**src/rtl/read_control.sv**
```systemverilog
// read_control: read-side pointer and empty-flag controller for a dual-clock FIFO.
// Build option READ_CONTROL_LEVEL_EN adds the registered occupancy level and almost-empty flag.
module read_control #(
  parameter int unsigned ADDR_WIDTH      = 4,
  parameter int unsigned ALMOST_EMPTY_TH = 2
) (
  input  logic                r_clk,
  input  logic                r_rst,
  input  logic                r_req,
  input  logic [ADDR_WIDTH:0] w_g_syn_addr,
  output logic [ADDR_WIDTH:0] r_addr,
  output logic [ADDR_WIDTH:0] r_g_addr,
  output logic                r_empty,
  output logic                r_almost_empty,
  output logic [ADDR_WIDTH:0] r_level
);

  localparam int unsigned PW = ADDR_WIDTH + 1;

  logic          w_rd;
  logic [PW-1:0] w_addr_nxt;
  logic [PW-1:0] w_g_nxt;

  // A request while empty is silently dropped.
  assign w_rd       = r_req & ~r_empty;
  assign w_addr_nxt = r_addr + PW'(w_rd);
  assign w_g_nxt    = w_addr_nxt ^ (w_addr_nxt >> 1);

  // Empty uses the post-read pointer so the last read flags empty on its own edge.
  always_ff @(posedge r_clk or negedge r_rst) begin
    if (!r_rst) begin
      r_addr   <= '0;
      r_g_addr <= '0;
      r_empty  <= 1'b1;
    end else begin
      r_addr   <= w_addr_nxt;
      r_g_addr <= w_g_nxt;
      r_empty  <= (w_g_nxt == w_g_syn_addr);
    end
  end

`ifdef READ_CONTROL_LEVEL_EN
  logic [PW-1:0] w_bin;
  logic [PW-1:0] w_level_nxt;

  // Gray-to-binary: each bit is the XOR of itself and every bit above it.
  always_comb begin
    w_bin = '0;
    for (int i = 0; i < int'(PW); i++) begin
      w_bin[i] = ^(w_g_syn_addr >> i);
    end
  end

  assign w_level_nxt = w_bin - w_addr_nxt;

  always_ff @(posedge r_clk or negedge r_rst) begin
    if (!r_rst) begin
      r_level        <= '0;
      r_almost_empty <= 1'b1;
    end else begin
      r_level        <= w_level_nxt;
      r_almost_empty <= (w_level_nxt <= PW'(ALMOST_EMPTY_TH));
    end
  end
`else
  assign r_level        = '0;
  assign r_almost_empty = r_empty;
`endif

endmodule

```
**config.mk**
```make
export PLATFORM = sky130hd
export DESIGN_NAME = read_control
export DESIGN_NICKNAME = d
export VERILOG_FILES = /design/src/rtl/read_control.sv
export SDC_FILE = /design/constraint.sdc
export NUM_CORES = 1
export LEC_CHECK = 0
export ABC_CLOCK_PERIOD_IN_PS = 2000
export BUFFER_PORTS_ARGS = -buffer_cell sky130_fd_sc_hd__buf_2
export CAP_MARGIN = 10
export CELL_PAD_IN_SITES_DETAIL_PLACEMENT = 2
export CELL_PAD_IN_SITES_GLOBAL_PLACEMENT = 2
export CORE_UTILIZATION = 26
export DETAILED_ROUTE_END_ITERATION = 8
export PLACE_DENSITY = 0.78
export SLEW_MARGIN = 20
export SYNTH_ARGS = -nofsm -noshare
export SYNTH_HDL_FRONTEND = slang
export SYNTH_SLANG_ARGS = --single-unit
```
**constraint.sdc**
```tcl
create_clock -name r_clk -period 2 [get_ports r_clk]
set_input_delay 0.5 -clock r_clk [delete_from_list [all_inputs] [get_ports r_clk]]
set_output_delay 0.5 -clock r_clk [all_outputs]
set_load 0.02 [all_outputs]
```
# Yosys cells after proc, flatten, opt, wreduce, memory -nomap -nowiden
# Index checks and enable logic that the tools add are counted.
classes:
  n_eq_ne: 1
  div_mod_pow: 0
  n_reduce_logical: 0
  bitwise: 3
  n_mux: 0
  n_mul: 0
  add_sub_neg: 1
  order_cmp: 0
  n_shift: 0
op_table:
  columns: ["operator", "n"]
  rows:
  - ["$add 5x1->5", 1]
  - ["$eq 5x5->1", 1]
  - ["$xor 5x4->5", 1]
  - ["$and 1x1->1", 1]
  - ["$not 1->1", 1]
word_totals:
  regBits: 11
  memories: 0
  word_cells: 8
  in_bits: 8
  romBits: 0
  latchBits: 0
  ram_bits: 0
  output_inout_bits: 17

# Longest topological paths before layout
logic_depth:
  word_depth: 5
  depth_mapped: 7
  ltp_nobuf: 7

# Least setup slack after synthesis
# No wires, ideal clock.
synth_path:
  path_type: "register to register"
  start: "register r_empty, in the netlist r_almost_empty"
  end: "register r_empty, in the netlist r_almost_empty"
  stages_incl_launch_ff: 8
  t_required_ns: 1.903
  n_path_buf: 0
  setup_ns: 0.097
  synth_period_minus_slack_ns: 1.962
  t_arrival_ns: 1.865
  setup_slack_ns: 0.038
  path_cell_list: "dfstp_2 -> nor2b_1 -> ha_1 -> ha_1 -> xor2_1 -> xnor2_1 -> mux2i_1 -> nor4_1"
synth_between:
  elab_chain_cells: 5
synth_rtl:
  columns: ["item", "line", "rtl"]
  rows:
  - ["from (decl)", "13", "output logic r_empty,"]
  - ["from (signal assigned)", "38", "r_empty <= (w_g_nxt == w_g_syn_addr);"]
  - ["$not 1->1", "25", "assign w_rd = r_req & ~r_empty;"]
  - ["$and 1x1->1", "25", null]
  - ["$add 5x1->5", "26", "assign w_addr_nxt = r_addr + PW'(w_rd);"]
  - ["net w_addr_nxt[2]", "21", "logic [PW-1:0] w_addr_nxt;"]
  - ["$xor 5x4->5", "27", "assign w_g_nxt = w_addr_nxt ^ (w_addr_nxt >> 1);"]
  - ["$eq 5x5->1", "38", null]
# The timed path passes the listed nets, and every way through them passes these cells.

# Worst setup path after layout
# Same ends and word-level chain as after synthesis.

==> impl_results.md <==
* Status: finished clean
* Core footprint at 0.00182 sq mm
* First-pass GRT wire length at slightly below 2000 um
* CTS tree: built
* Final period util at between 90% and 100%
* Full die area at 0.00223 sq mm
* Share of cells above drive strength 1 at approximately half
* Sw Ratio at about 45%
* Layout fillers at roughly 220
* Logic pwr share at about three fifths
* Worst Hold Class: input port to async pin
* Worst VDD drop at 0.494 mV
* Startpoint Class: flop
* Synth Area in Adders at 4.71%
* Post-route clock skew at 4.22 ps
* Top Family by Delay on Critical Path: flip-flops
* Post-Synth XOR/XNOR Area at 23.1%
* Die Height at about 47 um
* Post-synthesis compound-gate area fraction at 4.71%
* Post-CTS Setup Inserts at 0
* Ports at 25
* Area grow syn2layout at 34.1%
* Drt pass-1 iters at 1
* Synth Register Bits at 10
* Most frequent cells in the layout: 19 x buf_2, 9 x dfrtp_1, 8 x xor2_1
* Largest family of logic cells by synthesized area: XOR/XNOR gates
* Total CTS buffers at 3
* Clock share of power at 9.8%
* Die width at 47.2 um
* Critical path class: flop to flop
* P_leak at 0.351 nW
* Yosys warning count at 0
* FP Rows at 15
* All-Layer GR Usage at 13.9%
* Pwr dens at 2030 mW/mm^2
* Port Buf Inserts at 19
* Critical Path Fanout Max at 3
* Sequential area share after synthesis at 47.3%
* NetSw at between 0.0006 and 0.0007 W
* Clock Pin Slew Worst Setup and Hold Paths at 60 ps
* Multi-input gate area at 272 sq um
* Antenna fix cells at 0
* Total chip power at 0.00145 W
* H-tree levels at 1
* Mux share of post-synthesis cell area at around 1.9%
* Post-synth design cell area at between 500 and 600 sq um
* Fmax at 524 MHz
* Post-route ant nets at 0
* Initial DRC Count at 0
* Reg power frac at 29.1%
* Vias in the first global route at 409
* Setup ws final at a little over 90 ps
* Tmin final at approximately 1900 ps
* Final setup violation count at 0
* Largest net degree at the start of global routing at 11
* Crit path required time at 2160 ps
* Crit path buf inv count at 1
* Pre-CTS WS at -125 ps
* Distinct cells, synth at 18
* WL final at 1240 um
* Vias per cell at 4.14
* Most common cell after layout, fill and taps aside: buf_2
* Sequential cell area at about 250 sq um
* Final Hold Viols at 0
* Slowest stage delay, CP at 540 ps
* Setup_tns at 0 ps
* Bufs on Longest Clock Path at 2
* Vias at 393
* Root Driver: clkbuf_4
* Worst EP arrival at 2070 ps
* Synthesized area per cell at ~12 sq um
* Skew-Pair Late Insertion Delay at 260 ps
* Post-DP HPWL at 990 um
* Slowest cell on crit path: dfstp_2
* Initial antenna violation count at 0
* Layout net count at 81
* Max Cap Violations at 0
* Syn Inst Count at 45
* Residual DRC at 0
* CTS Sinks at 10
* Simple-Gate Fraction of Synth Area at under 10%
* Max-slew violations at 0
* Placer Congestion at 0.766
* Hold WS at ~84 ps
* Worst path cell trace: nor2b_1 > ha_2 > ha_4 > xor2_1 > buf_4 > xnor2_2 > mux2i_1 > nor4_1
* Per-cell routed wire length at 13.0 um
* Initial Utilization at between 20% and 30%
* CP Capture Type: flop
* Cell Int Power at about 0.00080 W
* Grt total ovfl at 0
routing by layer:
layer	GRT usage, %	part of all wire, %
met1	15.6	41
met2	20.8	51
met4	10.3	1.5
met3	5.77	6.4
met5	0	0
registers in the layout, indices dropped and copies added, names as in the netlist:
register / cells
r_g_addr: 4
r_addr: 5
r_almost_empty: 1
synth_stat cells, drive strengths merged:
cell	count	share of area [%]
xnor2	6	9.9
nor2b	1	1.2
nand3	1	0.94
nor4	1	1.2
dfstp	1	4.9
dfrtp	9	42
ha	2	4.7
nor2	1	0.71
nand4	1	1.2
mux2i	1	1.9
conb	1	0.71
a21boi	2	3.5
xor2	8	13
o22ai	1	1.2
and2	1	1.2
and3	1	1.4
buf	7	9.9
power groups by stage:
stage	Clock [W]	Sequential, W	Combinational (W)
4_1_cts	0.000157	0.000416	0.000857
6_report	0.000142	0.000422	0.000885
2_1_floorplan	0	0.000529	0.000447
3_5_place_dp	0	0.000419	0.000839
3_3_place_gp	0	0.000405	0.000801
5_1_grt	0.000166	0.000436	0.000973
metrics by stage:
stage / instance area, sq um / instances / utilization (%)
after floorplan: 547 / 49 / -
after global placement: 658 / 91 / 36.2
after detailed placement: 658 / 91 / 36.2
after CTS: 693 / 95 / 38.1
after global routing: 713 / 95 / 39.2
final: 713 / 95 / 39.2
final cells by class:
cell class | instances | share of cell area [%]
repair buffers | 24 | 18.6
flip-flops and latches | 10 | 35.3
well taps | 25 | 4.39
clock buffers | 4 | 3.68
multi-input cells | 32 | 38.1
logic make-up (layout without fill, tap and decap cells):
family,count (synthesis),count (layout)
AO/OA/AOI/OAI,3,3
XOR/XNOR,14,14
adder cells (fa/ha/maj),2,2
buffers and inverters,7,28
flip-flops,10,10
multiplexers,1,1
other,1,5
AND/OR/NAND/NOR,7,7
final timing paths:
| kind | depth (start not counted) | endpoint | startpoint | slack [ps] |
|---|---|---|---|---|
| max | 8 | r_almost_empty | r_almost_empty | 90 |
| min | 1 | r_g_addr[2] | r_rst | 80 |
| max reg2reg | 8 | r_almost_empty | r_almost_empty | 90 |
| min reg2reg | 1 | r_g_addr[3] | r_addr[4] | 580 |
| max in group asynchronous | 1 | r_almost_empty | r_rst | 1660 |
| min in group r_clk | 3 | r_almost_empty | w_g_syn_addr[4] | 520 |
worst register-to-register path: stages, from the launching register on:
cell and delay (ps):
dfstp_2 540, nor2b_1 60, ha_2 200, ha_4 170
xor2_1 150, buf_4 160, xnor2_2 130, mux2i_1 120
nor4_1 290
what timing repair did:
action                                  CTS  global route
gates cloned                              0             0
endpoints found under the setup margin    1             1
pin swaps                                 2             1
gates resized for setup                   3             3
hold buffers                              0             0
Note: power is estimated with default switching activity, not from simulation.
